--- src/rtl/stopwatch_pkg.sv ---
// Shared definitions for the stopwatch control unit: state codes and default
// timing parameters for the button debouncers.
package stopwatch_pkg;

    localparam logic [1:0] ST_STOP  = 2'd0;
    localparam logic [1:0] ST_RUN   = 2'd1;
    localparam logic [1:0] ST_CLEAR = 2'd2;

    localparam int SAMPLE_DIV_DEF = 100_000;
    localparam int DB_DEPTH_DEF   = 8;

endpackage

--- src/rtl/btn_debounce.sv ---
// One push-button path: two-flop synchroniser, tick-sampled shift register,
// debounced level with hysteresis, and a single-clk rising-edge pulse.
module btn_debounce #(
    parameter int DB_DEPTH = 8
) (
    input  logic clk,
    input  logic reset,
    input  logic tick,
    input  logic btn,
    output logic o_level,
    output logic o_edge
);

    logic                sync_p0;
    logic                sync_p1;
    logic [DB_DEPTH-1:0] samples;
    logic [DB_DEPTH-1:0] samples_nxt;
    logic                level;
    logic                level_prev;
    logic                edge_q;

    assign samples_nxt = {samples[DB_DEPTH-2:0], sync_p1};

    always_ff @(posedge clk or negedge reset) begin
        if (!reset) begin
            sync_p0    <= 1'b0;
            sync_p1    <= 1'b0;
            samples    <= '0;
            level      <= 1'b0;
            level_prev <= 1'b0;
            edge_q     <= 1'b0;
        end else begin
            sync_p0    <= btn;
            sync_p1    <= sync_p0;
            // Level only moves on a unanimous window; mixed samples hold it.
            if (tick) begin
                samples <= samples_nxt;
                if (&samples_nxt)
                    level <= 1'b1;
                else if (~|samples_nxt)
                    level <= 1'b0;
            end
            level_prev <= level;
            edge_q     <= level & ~level_prev;
        end
    end

    assign o_level = level;
    assign o_edge  = edge_q;

endmodule

--- src/rtl/stopwatch_cu.sv ---
// Stopwatch control unit: debounces the run/stop and clear buttons and runs a
// STOP/RUN/CLEAR Moore FSM whose state directly drives the datapath controls.
module stopwatch_cu
    import stopwatch_pkg::*;
#(
    parameter int SAMPLE_DIV = SAMPLE_DIV_DEF,
    parameter int DB_DEPTH   = DB_DEPTH_DEF
) (
    input  logic       clk,
    input  logic       reset,
    input  logic       btn_run,
    input  logic       btn_clear,
    output logic       run,
    output logic       clear,
    output logic [1:0] o_state
);

    localparam int               CNT_W   = $clog2(SAMPLE_DIV);
    localparam logic [CNT_W-1:0] CNT_MAX = CNT_W'(SAMPLE_DIV - 1);

    logic [CNT_W-1:0] tick_cnt;
    logic             tick;
    logic             run_level;
    logic             run_edge;
    logic             clr_level;
    logic             clr_edge;
    logic [1:0]       state;
    logic [1:0]       state_nxt;

    assign tick = (tick_cnt == CNT_MAX);

    // One free-running sample counter shared by both buttons.
    always_ff @(posedge clk or negedge reset) begin
        if (!reset)
            tick_cnt <= '0;
        else if (tick)
            tick_cnt <= '0;
        else
            tick_cnt <= tick_cnt + 1'b1;
    end

    btn_debounce #(.DB_DEPTH(DB_DEPTH)) u_db_run (
        .clk     (clk),
        .reset   (reset),
        .tick    (tick),
        .btn     (btn_run),
        .o_level (run_level),
        .o_edge  (run_edge)
    );

    btn_debounce #(.DB_DEPTH(DB_DEPTH)) u_db_clear (
        .clk     (clk),
        .reset   (reset),
        .tick    (tick),
        .btn     (btn_clear),
        .o_level (clr_level),
        .o_edge  (clr_edge)
    );

    // Clear wins over run in STOP; CLEAR always falls back to STOP and drops
    // any edge that lands in that cycle.
    always_comb begin
        state_nxt = state;
        case (state)
            ST_STOP: begin
                if (clr_edge)
                    state_nxt = ST_CLEAR;
                else if (run_edge)
                    state_nxt = ST_RUN;
            end
            ST_RUN: begin
                if (run_edge)
                    state_nxt = ST_STOP;
            end
            ST_CLEAR: state_nxt = ST_STOP;
            default:  state_nxt = ST_STOP;
        endcase
    end

    always_ff @(posedge clk or negedge reset) begin
        if (!reset)
            state <= ST_STOP;
        else
            state <= state_nxt;
    end

    assign run     = (state == ST_RUN);
    assign clear   = (state == ST_CLEAR);
    assign o_state = state;

    logic unused_levels;
    assign unused_levels = run_level ^ clr_level;

endmodule

--- config.mk ---
export PLATFORM = sky130hd
export DESIGN_NAME = stopwatch_cu
export DESIGN_NICKNAME = d
export VERILOG_FILES = /design/src/rtl/stopwatch_pkg.sv /design/src/rtl/btn_debounce.sv /design/src/rtl/stopwatch_cu.sv
export SDC_FILE = /design/constraint.sdc
export NUM_CORES = 1
export LEC_CHECK = 0
export CAP_MARGIN = 20
export CORE_MARGIN = 2
export CORE_UTILIZATION = 30
export DETAILED_ROUTE_END_ITERATION = 16
export PLACE_DENSITY = 0.49
export SLEW_MARGIN = 30
export SYNTH_ARGS = -nofsm -noshare
export SYNTH_HDL_FRONTEND = slang
export SYNTH_SLANG_ARGS = --single-unit
--- constraint.sdc ---
create_clock -name clk -period 4.36 [get_ports clk]
set_input_delay 0.436 -clock clk [delete_from_list [all_inputs] [get_ports clk]]
set_output_delay 0.436 -clock clk [all_outputs]
set_load 0.01 [all_outputs]
==> results of run 1 <==
## kinds of logic (layout without fill, tap and decap cells)
kind of cell | count (synthesis) | count (layout) | synth area share
flops | 43 | 43 | 0.608
mux | 16 | 16 | 0.100
simple gates | 57 | 57 | 0.183
buf+inv | 4 | 16 | 0.0226
fa+ha+maj | 1 | 1 | 0.00707
xor+xnor | 14 | 14 | 0.0693
compound gates | 2 | 2 | 0.00990
## where the power goes
group	internal (uW)	leakage, uW	total, uW	switching (uW)
clock network	129	0.0000474	264	135
registers	400	0.000577	401	0.886
logic	2.47	0.000264	10.0	7.57
## sequential cells by signal, indices dropped and copies added (netlist names)
name	flops
u_db_clear.sync_p1	1
u_db_clear.o_level	1
u_db_run.o_edge	1
u_db_run.sync_p0	1
u_db_clear.o_edge	1
u_db_run.samples	7
u_db_run.level_prev	1
u_db_clear.level_prev	1
u_db_run.sync_p1	1
u_db_clear.samples	7
u_db_clear.sync_p0	1
u_db_run.o_level	1
tick_cnt	17
o_state	2
## metal layers
layer	wire, um	vias to the layer above	track usage
met5	0	-	0
met4	50	0	0.0458
met3	108	5	0.0300
met2	1150	19	0.149
met1	1310	501	0.127
li1	-	505	-
## worst max path at each step
stage,from,end,cells after the start
final,tick_cnt[0]$_DFF_PN0_,u_db_run.samples[2]$_DFFE_PN0N_,4
after global routing,tick_cnt[0]$_DFF_PN0_,u_db_run.o_level$_DFFE_PN0P_,5
after CTS,tick_cnt[0]$_DFF_PN0_,u_db_clear.o_level$_DFFE_PN0P_,5
after detailed placement,tick_cnt[0]$_DFF_PN0_,u_db_clear.o_level$_DFFE_PN0P_,5
after global placement,tick_cnt[0]$_DFF_PN0_,u_db_run.samples[5]$_DFFE_PN0N_,4
after floorplan,tick_cnt[0]$_DFF_PN0_,u_db_clear.samples[0]$_DFFE_PN0N_,6
## placed cells by master, fill, tap and decap left out, types with 5 or more instances in the layout
cell type        Yosys  layout
nor2b_1              5       5
nor2_1              14      14
xnor2_1             10      10
nand3_1              7       7
nor4_1               5       5
mux2_2              14      14
clkdlybuf4s50_1      0       6
nand4_1              9       9
dfrtp_1             43      43
clkbuf_8             0       6
nand2_1              5       5
## worst reg2reg max path, stage by stage, from the launching register on
cell	delay (ns)
dfrtp_1	0.40
ha_1	0.22
and4_4	0.26
and4_2	0.61
mux2_2	0.41
## stage by stage
step	cell area (um2)	util	total power, uW
after floorplan	1770	-	410
after global placement	1890	0.337	420
after detailed placement	1890	0.337	420
after CTS	1990	0.355	687
after global routing	1990	0.355	711
final	1990	0.355	675
## cell type report
type	instances	area [um2]	area share
clock buffers	6	82.6	0.0415
flip-flops and latches	43	1080	0.540
clock inverters	2	16.3	0.00817
well taps	72	90.1	0.0452
repair buffers	7	67.6	0.0339
multi-input cells	90	656	0.329
inverters	1	3.75	0.00188
==> key figures, run 1 <==
Run status
  – Status: finished, final reports clean

Setup path
  – Cell family with most CP delay: simple AND/OR/NAND/NOR gates
  – Worst endpoint data arrival time: about 2.2 ns
  – Crit path launch type: register
  – CP Data Required Time: 4.54 ns
  – Crit path capture type: register
  – RR Startpoint: tick_cnt[0]$_DFF_PN0_
  – Slowest-stage cell, CP: and4_2
  – Max incr delay on CP: just over 0.6 ns
  – Buf+Inv Stages, Crit Path: 0
  – CP Cell Sequence: ha_1 > and4_4 > and4_2 > mux2_2
  – R2R Setup Slk: 2.36 ns
  – Critical path type: reg -> reg
  – Worst-path fanout max: 27
  – Reg2Reg Depth: 4
  – Worst reg2reg endpoint: u_db_run.samples[2]$_DFFE_PN0N_

Placed design
  – Routability cong.: 0.709
  – HPWL Detailed: 1.75 mm
  – Placed Instances: 213
  – Port Buffers: 7
  – Dpl ws: between 2 and 2.5 ns

Synthesis
  – Yosys cell types: 27
  – Synth warn: 0
  – Synthesized cell area: roughly 1800 um2
  – Async SR Flop Fraction: 1.00
  – EDFF count, synth: 0
  – Synth Flop Type: dfrtp_1
  – Most common cell in the netlist: dfrtp_1
  – Synth cell count leaders: dfrtp_1 (43), mux2_2 (14), nor2_1 (14)
  – Post-synthesis sequential area ratio: 0.608
  – Synth area leaders: dfrtp_1 (61%), mux2_2 (8.9%), xnor2_1 (4.9%)
  – Synth top area share: 0.608
  – Post-synth top area cell: dfrtp_1
  – Syn avg cell area: roughly 13 um2
  – Post-synth net total: 142
  – Cells after synthesis: approximately 140
  – Post-synthesis register bit count: 43

Timing
  – Final worst-path cycle share: 0.459
  – Setup_tns: 0 ns
  – Setup ws final: 2.36 ns
  – Least-Margin Pin Slew: 0.557 ns
  – Final hold slack: approximately 0.12 ns
  – Final Skew: between 0.005 and 0.006 ns
  – Fmax: 500 MHz
  – Minimum clock period: about 2 ns
  – Slew Limit Fails: 0
  – Slew HR: 0.628
  – Setup violations, final: 0
  – RSZ-0062 raised after global routing: false
  – Final Hold Viols: 0

Floorplan
  – Site Rows: 27
  – Top-Level Pins: 8
  – Core Area: 5610 um2
  – Die area: approximately 6500 um2
  – Chip height: between 80 and 90 um
  – Initial core utilization: 0.316
  – Die W: between 80 and 90 um

Routing
  – Post-DR wirelength/cell: approximately 12 um
  – Pre-antenna DRT Iters: 4
  – DRT Wirelength: 2.62 mm
  – Via density per instance: about 4.7
  – Final ANT Viol Nets: 0
  – Vias post-DR: about 1000
  – DR iter-0 viols: 79
  – Remaining routing DRC violations: 0

Global routing
  – All-Layer GR Usage: 0.0976
  – Initial antenna violation count: 0
  – Largest net degree at the start of global routing: 44
  – Global-route wire length before repair: ~4.9 mm
  – Vias in the first global route: ~1100
  – Grt ovf: 0

Cells and area
  – Nets@finish: 153
  – # diodes: 0
  – Area Overhead vs Synth: 12.5%
  – Share of layout cells above drive strength 1: 0.174
  – Non-Filler Instances: 221
  – Fillcell total: around 580

Clock tree
  – Clock sink count: 43
  – CTS tree: done
  – TritonCTS buffer count: 5
  – CTS H-tree lvls: 2
  – Post-CTS Setup Inserts: 0
  – Post-CTS sizing: 0
  – Clock tree root driver cell: clkbuf_8
  – Longest Clk Path Bufs: 2
  – Clk slew on worst S/H paths: ~0.08 ns
  – Clock Latency Late Sink: just under 0.3 ns
  – CTS Hold Bufs: 0

Pwr
  – Leakage Power: between 0.0008 and 0.0009 uW
  – VDD IR max: about 0.15 mV
  – Cell area power density: approximately 340 nW/um2

Run
  – Max-cap viol count: 0

Hold path
  – Worst min path class: in -> async
No activity file was read; power rests on OpenSTA's default activity.
==> run 2, diff against run 1 <==
--- a/config.mk
+++ b/config.mk
@@ -9,7 +9,7 @@
 export CORE_MARGIN = 2
 export CORE_UTILIZATION = 30
 export DETAILED_ROUTE_END_ITERATION = 16
-export PLACE_DENSITY = 0.49
+export PLACE_DENSITY = 0.51
 export SLEW_MARGIN = 30
 export SYNTH_ARGS = -nofsm -noshare
 export SYNTH_HDL_FRONTEND = slang
==> constraint.sdc (replaced) <==
create_clock -name clk -period 1.66 [get_ports clk]
set_input_delay 0.166 -clock clk [delete_from_list [all_inputs] [get_ports clk]]
set_output_delay 0.166 -clock clk [all_outputs]
set_load 0.01 [all_outputs]
==> run 2 against run 1 <==
Compared with the run above:
- critical path depth is 1 higher
- die area stayed put
- wire length is 21% higher
- combinational power grew to 3.3 times the previous value
==> key figures, run 2 (synthesized netlist as in run 1, its figures left out) <==
Timing
  – Slew HR: 0.673 (+0.0448)
  – Minimum clock period: 1.61 ns (-0.392 ns)
  – Least-Margin Pin Slew: 0.490 ns (-0.0672 ns)
  – Slew Limit Fails: 0 (unchanged)
  – Final Hold Viols: 0 (unchanged)
  – Setup violations, final: 0 (unchanged)
  – Final worst-path cycle share: 0.969 (+0.510)
  – Final Skew: 0.00432 ns (-0.00133 ns)
  – RSZ-0062 raised after global routing: true
  – Fmax: 622 MHz (+24%)
  – Setup_tns: 0 ns (unchanged)

Placed design
  – Routability cong.: 0.875 (+23%)
  – Port Buffers: 7 (unchanged)
  – HPWL Detailed: 2.30 mm (+32%)
  – Cell Area, Placed: 2030 um2 (+7.3%)

Global routing
  – All-Layer GR Usage: 0.112 (+0.0143)
  – Largest net degree at the start of global routing: 23 (-48%)
  – Global-route wire length before repair: 5.49 mm (+12%)
  – Initial antenna violation count: 0 (unchanged)
  – Grt ovf: 0 (unchanged)
  – Vias in the first global route: 1184 (+12%)

Routing
  – Vias post-DR: 1160 (+13%)
  – Final ANT Viol Nets: 0 (unchanged)
  – Via density per instance: 4.81 (+3.3%)
  – Pre-antenna DRT Iters: 4 (unchanged)
  – DRT Wirelength: 3.16 mm (+21%)
  – Post-DR wirelength/cell: 13.1 um (+11%)
  – DR iter-0 viols: 60 (-24%)
  – Remaining routing DRC violations: 0 (unchanged)

Floorplan
  – Die area: 6530 um2 (unchanged)
  – Core Area: 5610 um2 (unchanged)
  – Initial core utilization: 0.316 (unchanged)
  – Chip height: 80.8 um (unchanged)
  – Top-Level Pins: 8 (unchanged)
  – Site Rows: 27 (unchanged)
  – Die W: 80.8 um (unchanged)

Setup path
  – Worst-path fanout max: 9 (-67%)
  – Most frequent CP cell: and4_4
  – CP Cell Sequence: ha_2 > and4_4 > and4_4 > buf_6 > mux2_2
  – Critical path type: reg -> reg
  – Worst endpoint data arrival time: 1.79 ns (-0.39 ns)
  – Slowest-stage cell, CP: dfrtp_1
  – Buf+Inv Stages, Crit Path: 1 (+1)
  – R2R Setup Slk: 0.05 ns (-2.31 ns)
  – CP Data Required Time: 1.84 ns (-2.70 ns)
  – Cell family with most CP delay: simple AND/OR/NAND/NOR gates
  – Crit path launch type: register
  – Max incr delay on CP: 0.36 ns (-0.25 ns)
  – Crit path capture type: register

Pwr
  – Sequential share of power: 0.590 (-0.004)
  – Sw Pwr: 387 uW (+170%)
  – Cell area power density: 826 nW/um2 (+140%)
  – Pint: 1400 uW (+160%)
  – VDD IR max: 0.358 mV (+140%)
  – Total Power: 1790 uW (+160%)
  – Switching portion of total power: 0.216 (+0.00404)
  – Clk pwr share: 0.392 (about the same)
  – Leakage Power: 0.000994 uW (+12%)
  – Gate power share: 0.018 (+0.003)

Cells and area
  – Share of layout cells above drive strength 1: 0.272 (+0.0977)
  – Final cell utilization of the core: 0.386 (+0.0308)
  – Max FFs per register: 17 (unchanged)
  – # diodes: 0 (unchanged)
  – Fin area: 2160 um2 (+8.7%)
  – Nets@finish: 173 (+13%)
  – Most frequent cells in the layout: dfrtp_1 (43), buf_4 (16), nor2_1 (14), mux2_2 (13), xnor2_1 (10)
  – Area Overhead vs Synth: 22.3%
  – Most common cell after layout, fill and taps aside: dfrtp_1
  – Largest Register: tick_cnt
  – Fillcell total: 584 (+1.4%)
  – Biggest regs: tick_cnt x17, u_db_clear.samples x7, u_db_run.samples x7

Clock tree
  – Clock sink count: 43 (unchanged)
  – TritonCTS buffer count: 5 (unchanged)
  – Clock Latency Late Sink: 0.29 ns (about the same)
  – Clock tree root driver cell: clkbuf_8
  – Longest Clk Path Bufs: 2 (unchanged)
  – CTS tree: done
  – CTS H-tree lvls: 2 (unchanged)
  – Clk slew on worst S/H paths: 0.08 ns (about the same)

Run status
  – Status: finished, final reports clean

Run
  – Max-cap viol count: 0 (unchanged)

Hold path
  – Worst min path class: in -> reg
[run 2: cell count changes in the layout (fill, tap and decap cells not counted)]
cell           delta
mux2_4            +1
ha_1              -1
and4_4            +1
mux2_2            -1
buf_8             +1
dlygate4sd3_1     +1
buf_6             +2
ha_2              +1
and4_2            -1
buf_2             +1
buf_4            +15
[run 2: final timing paths]
check / start / endpoint / depth (start not counted)
max reg2reg: tick_cnt[1]$_DFF_PN0_ / u_db_clear.samples[2]$_DFFE_PN0N_ / 5
min: btn_run / u_db_run.sync_p0$_DFF_PN0_ / 1
max in group asynchronous: reset / tick_cnt[15]$_DFF_PN0_ / 3
min in group asynchronous: reset / u_db_run.o_edge$_DFF_PN0_ / 2
max: tick_cnt[1]$_DFF_PN0_ / u_db_clear.samples[2]$_DFFE_PN0N_ / 5
min reg2reg: u_db_run.sync_p0$_DFF_PN0_ / u_db_run.sync_p1$_DFF_PN0_ / 0
[run 2: power groups by stage]
stage | Sequential, uW | Clock [uW] | Combinational (uW)
CTS | 1050 | 744 | 34.9
global placement | 1070 | 0 | 31.6
global route | 1050 | 791 | 38.4
detailed placement | 1080 | 0 | 32.8
finish | 1050 | 701 | 32.6
floorplan | 1070 | 0 | 1.38
[run 2: per-layer routing]
metal / global-route usage / vias to the layer above / part of all wire
met5: 0 / - / 0
met4: 0.0458 / 0 / 0.018
met3: 0.0333 / 5 / 0.044
met2: 0.184 / 28 / 0.49
met1: 0.137 / 577 / 0.45
li1: - / 550 / -
[run 2: area by class of cell]
cell class                      count  area [um2]  share of cell area
Clock buffer                        6        82.6              0.0382
Clock inverter                      2        16.3             0.00751
Inverter                            1        3.75             0.00173
Multi-Input combinational cell     90         663               0.306
Sequential cell                    43        1080               0.497
Tap cell                           72        90.1              0.0416
Timing Repair Buffer               27         233               0.108
[run 2: repair_timing]
| action | CTS | global route |
|---|---|---|
| pin swaps | 0 | 1 |
| hold buffers | 1 | 0 |
| gates resized for setup | 0 | 6 |
| hold endpoints to repair | 20 | 0 |
| buffers inserted | 1 | 0 |
| setup endpoints to repair | 4 | 17 |
[run 2: stage by stage]
stage | setup slack (ns) | std cells | hold WS, ns
3_5_place_dp | 0.00904 | 231 | 0.163
3_3_place_gp | 0.0381 | 231 | 0.154
5_1_grt | -0.00291 | 241 | 0.308
4_1_cts | 0.0230 | 241 | 0.297
2_1_floorplan | -0.0177 | 137 | -0.130
6_report | 0.0510 | 241 | 0.306
==> run 3, diff against run 2 <==
--- a/config.mk
+++ b/config.mk
@@ -9,7 +9,7 @@
 export CORE_MARGIN = 2
 export CORE_UTILIZATION = 30
 export DETAILED_ROUTE_END_ITERATION = 16
-export PLACE_DENSITY = 0.51
+export PLACE_DENSITY = 0.49
 export SLEW_MARGIN = 30
 export SYNTH_ARGS = -nofsm -noshare
 export SYNTH_HDL_FRONTEND = slang
==> constraint.sdc (replaced) <==
create_clock -name clk -period 1.68 [get_ports clk]
set_input_delay 0.168 -clock clk [delete_from_list [all_inputs] [get_ports clk]]
set_output_delay 0.168 -clock clk [all_outputs]
set_load 0.01 [all_outputs]
==> run 3 against run 2 <==
Compared with the run above:
- clock skew is 0.0013 ns lower
- largest cell class unchanged
- clock power is 5.3% lower
- die area stayed put
- utilization is 0.49 points higher
- total power is 2.7% lower
- setup slack worse by 0.025 ns
- first-iteration DRC count is 30% higher
==> key figures, run 3 (synthesized netlist as in run 1, its figures left out) <==
Setup path
  – Crit path capture type: register
  – Cell family with most CP delay: simple AND/OR/NAND/NOR gates
  – Worst endpoint data arrival time: 1.83 ns (+0.04 ns)
  – Critical path type: reg -> reg
  – CP Data Required Time: 1.86 ns (+0.02 ns)
  – RR Startpoint: tick_cnt[8]$_DFF_PN0_
  – Buf+Inv Stages, Crit Path: 1 (unchanged)
  – CP Cell Sequence: nor4b_2 > and4_4 > clkbuf_16 > mux2_2
  – Slowest-stage cell, CP: dfrtp_1
  – Max incr delay on CP: 0.40 ns (+0.04 ns)
  – Crit path launch: tick_cnt[8]$_DFF_PN0_
  – Worst-path fanout max: 9 (unchanged)
  – Crit path launch type: register

Hold path
  – Worst min path class: in -> reg
  – Hold Startpoint: btn_run

Floorplan
  – Die area: 6530 um2 (unchanged)
  – Site Rows: 27 (unchanged)
  – Die W: 80.8 um (unchanged)
  – Initial core utilization: 0.316 (unchanged)
  – Core Area: 5610 um2 (unchanged)
  – Top-Level Pins: 8 (unchanged)
  – Chip height: 80.8 um (unchanged)

Cells and area
  – Nets@finish: 172 (-0.58%)
  – Largest Register: tick_cnt
  – # diodes: 0 (unchanged)
  – Non-Filler Instances: 239 (-0.83%)
  – Biggest regs: tick_cnt x17, u_db_clear.samples x7, u_db_run.samples x7
  – Share of layout cells above drive strength 1: 0.269 (-0.00273)
  – Most frequent cells in the layout: dfrtp_1 (43), buf_4 (15), nor2_1 (14), mux2_2 (11), xnor2_1 (10)
  – Max FFs per register: 17 (unchanged)
  – Fin area: 2190 um2 (+1.3%)
  – Most common cell after layout, fill and taps aside: dfrtp_1
  – Area Overhead vs Synth: 23.8%
  – Fillcell total: 560 (-4.1%)

Pwr
  – Gate power share: 0.019 (about the same)
  – Pint: 1380 uW (-1.4%)
  – VDD IR max: 0.516 mV (+44%)
  – Switching portion of total power: 0.206 (-0.0105)
  – Leakage Power: 0.00102 uW (+2.6%)
  – Cell area power density: 793 nW/um2 (-4.0%)
  – Clk pwr share: 0.382 (-0.010)
  – Sw Pwr: 358 uW (-7.5%)
  – Sequential share of power: 0.599 (+0.009)

Routing
  – Vias post-DR: 1126 (-2.9%)
  – Pre-antenna DRT Iters: 4 (unchanged)
  – Remaining routing DRC violations: 0 (unchanged)
  – DRT Wirelength: 3.10 mm (-1.8%)
  – Post-DR wirelength/cell: 13.0 um (-1.0%)
  – DR iter-0 viols: 78 (+30%)
  – Via density per instance: 4.71 (-2.1%)
  – Final ANT Viol Nets: 0 (unchanged)

Timing
  – Slew HR: 0.677 (+0.00428)
  – Minimum clock period: 1.65 ns (+0.0454 ns)
  – RSZ-0062 raised after global routing: true
  – Fmax: 604 MHz (-2.7%)
  – Setup violations, final: 0 (unchanged)
  – Least-Margin Pin Slew: 0.484 ns (-0.00643 ns)
  – Final Hold Viols: 0 (unchanged)
  – Final worst-path cycle share: 0.985 (+0.0155)
  – Slew Limit Fails: 0 (unchanged)
  – Final Skew: 0.00306 ns (-0.00126 ns)

Global routing
  – Initial antenna violation count: 0 (unchanged)
  – All-Layer GR Usage: 0.111 (-0.00129)
  – Grt ovf: 0 (unchanged)
  – Grt peak-use layer: met2
  – Met1 Use GR: 0.133 (-0.00393)
  – Met2 GRT Util: 0.181 (-0.00331)
  – Vias in the first global route: 1206 (+1.9%)
  – Global-route wire length before repair: 5.51 mm (+0.38%)
  – Met3 Use GR: 0.0333 (unchanged)
  – Largest net degree at the start of global routing: 24 (+4.3%)

Placed design
  – Port Buffers: 7 (unchanged)
  – HPWL Detailed: 2.21 mm (-3.8%)
  – Cell Area, Placed: 2040 um2 (+0.49%)
  – Routability cong.: 0.844 (-3.5%)
  – Placed Instances: 229 (-0.87%)

Clock tree
  – Longest Clk Path Bufs: 2 (unchanged)
  – CTS tree: done
  – Clock sink count: 43 (unchanged)
  – Clock tree root driver cell: clkbuf_8
  – TritonCTS buffer count: 5 (unchanged)
  – Clk slew on worst S/H paths: 0.08 ns (about the same)
  – Clock Latency Late Sink: 0.29 ns (about the same)
  – CTS H-tree lvls: 2 (unchanged)

Run status
  – Status: finished, final reports clean

Run
  – Max-cap viol count: 0 (unchanged)
-- run 3: final timing paths --
check                      slack [ns]  cells past startpoint                                 to
max                              0.03                      4  u_db_clear.samples[1]$_DFFE_PN0N_
max reg2reg                      0.03                      4  u_db_clear.samples[1]$_DFFE_PN0N_
max in group asynchronous        0.82                      3              tick_cnt[8]$_DFF_PN0_
min in group asynchronous        0.37                      2      u_db_run.level_prev$_DFF_PN0_
min reg2reg                      0.35                      0       u_db_clear.sync_p1$_DFF_PN0_
min                              0.31                      1         u_db_run.sync_p0$_DFF_PN0_
-- run 3: routing by layer --
metal	routed length (um)	part of all wire
met5	0	0
met3	108	0.035
met1	1420	0.46
met2	1500	0.48
met4	70	0.023
-- run 3: what timing repair did --
item,in CTS,in global routing
setup endpoints to repair,15,17
hold buffers,1,0
endpoints found under the hold margin,20,0
setup buffers,1,0
resized for setup,2,5
pin swaps,0,2
gates cloned,0,1
-- run 3: cell type report --
class	count	area, um2	share of cell area
clock inverters	1	8.76	0.00400
multi-input cells	90	676	0.308
inverters	1	3.75	0.00171
clock buffers	6	82.6	0.0377
flip-flops and latches	43	1080	0.491
well taps	72	90.1	0.0411
repair buffers	26	255	0.116
-- run 3: power by group through the flow --
stage / registers [uW] / clock network, uW / logic [uW]
final: 1040 / 664 / 33.4
after detailed placement: 1060 / 0 / 34.3
after CTS: 1040 / 705 / 36.4
after global placement: 1060 / 0 / 32.5
after global routing: 1040 / 758 / 39.6
after floorplan: 1060 / 0 / 1.36
-- run 3: metrics by stage --
step           total power [uW]  hold WS [ns]  utilization  TNS (ns)  setup WS [ns]
2_1_floorplan              1060        -0.128            -         0        0.00228
3_3_place_gp               1090         0.142        0.363         0         0.0191
3_5_place_dp               1100         0.159        0.363  -0.00682       -0.00350
4_1_cts                    1780         0.303        0.384         0         0.0214
5_1_grt                    1840         0.294        0.391   -0.0292        -0.0136
6_report                   1740         0.312        0.391         0         0.0256
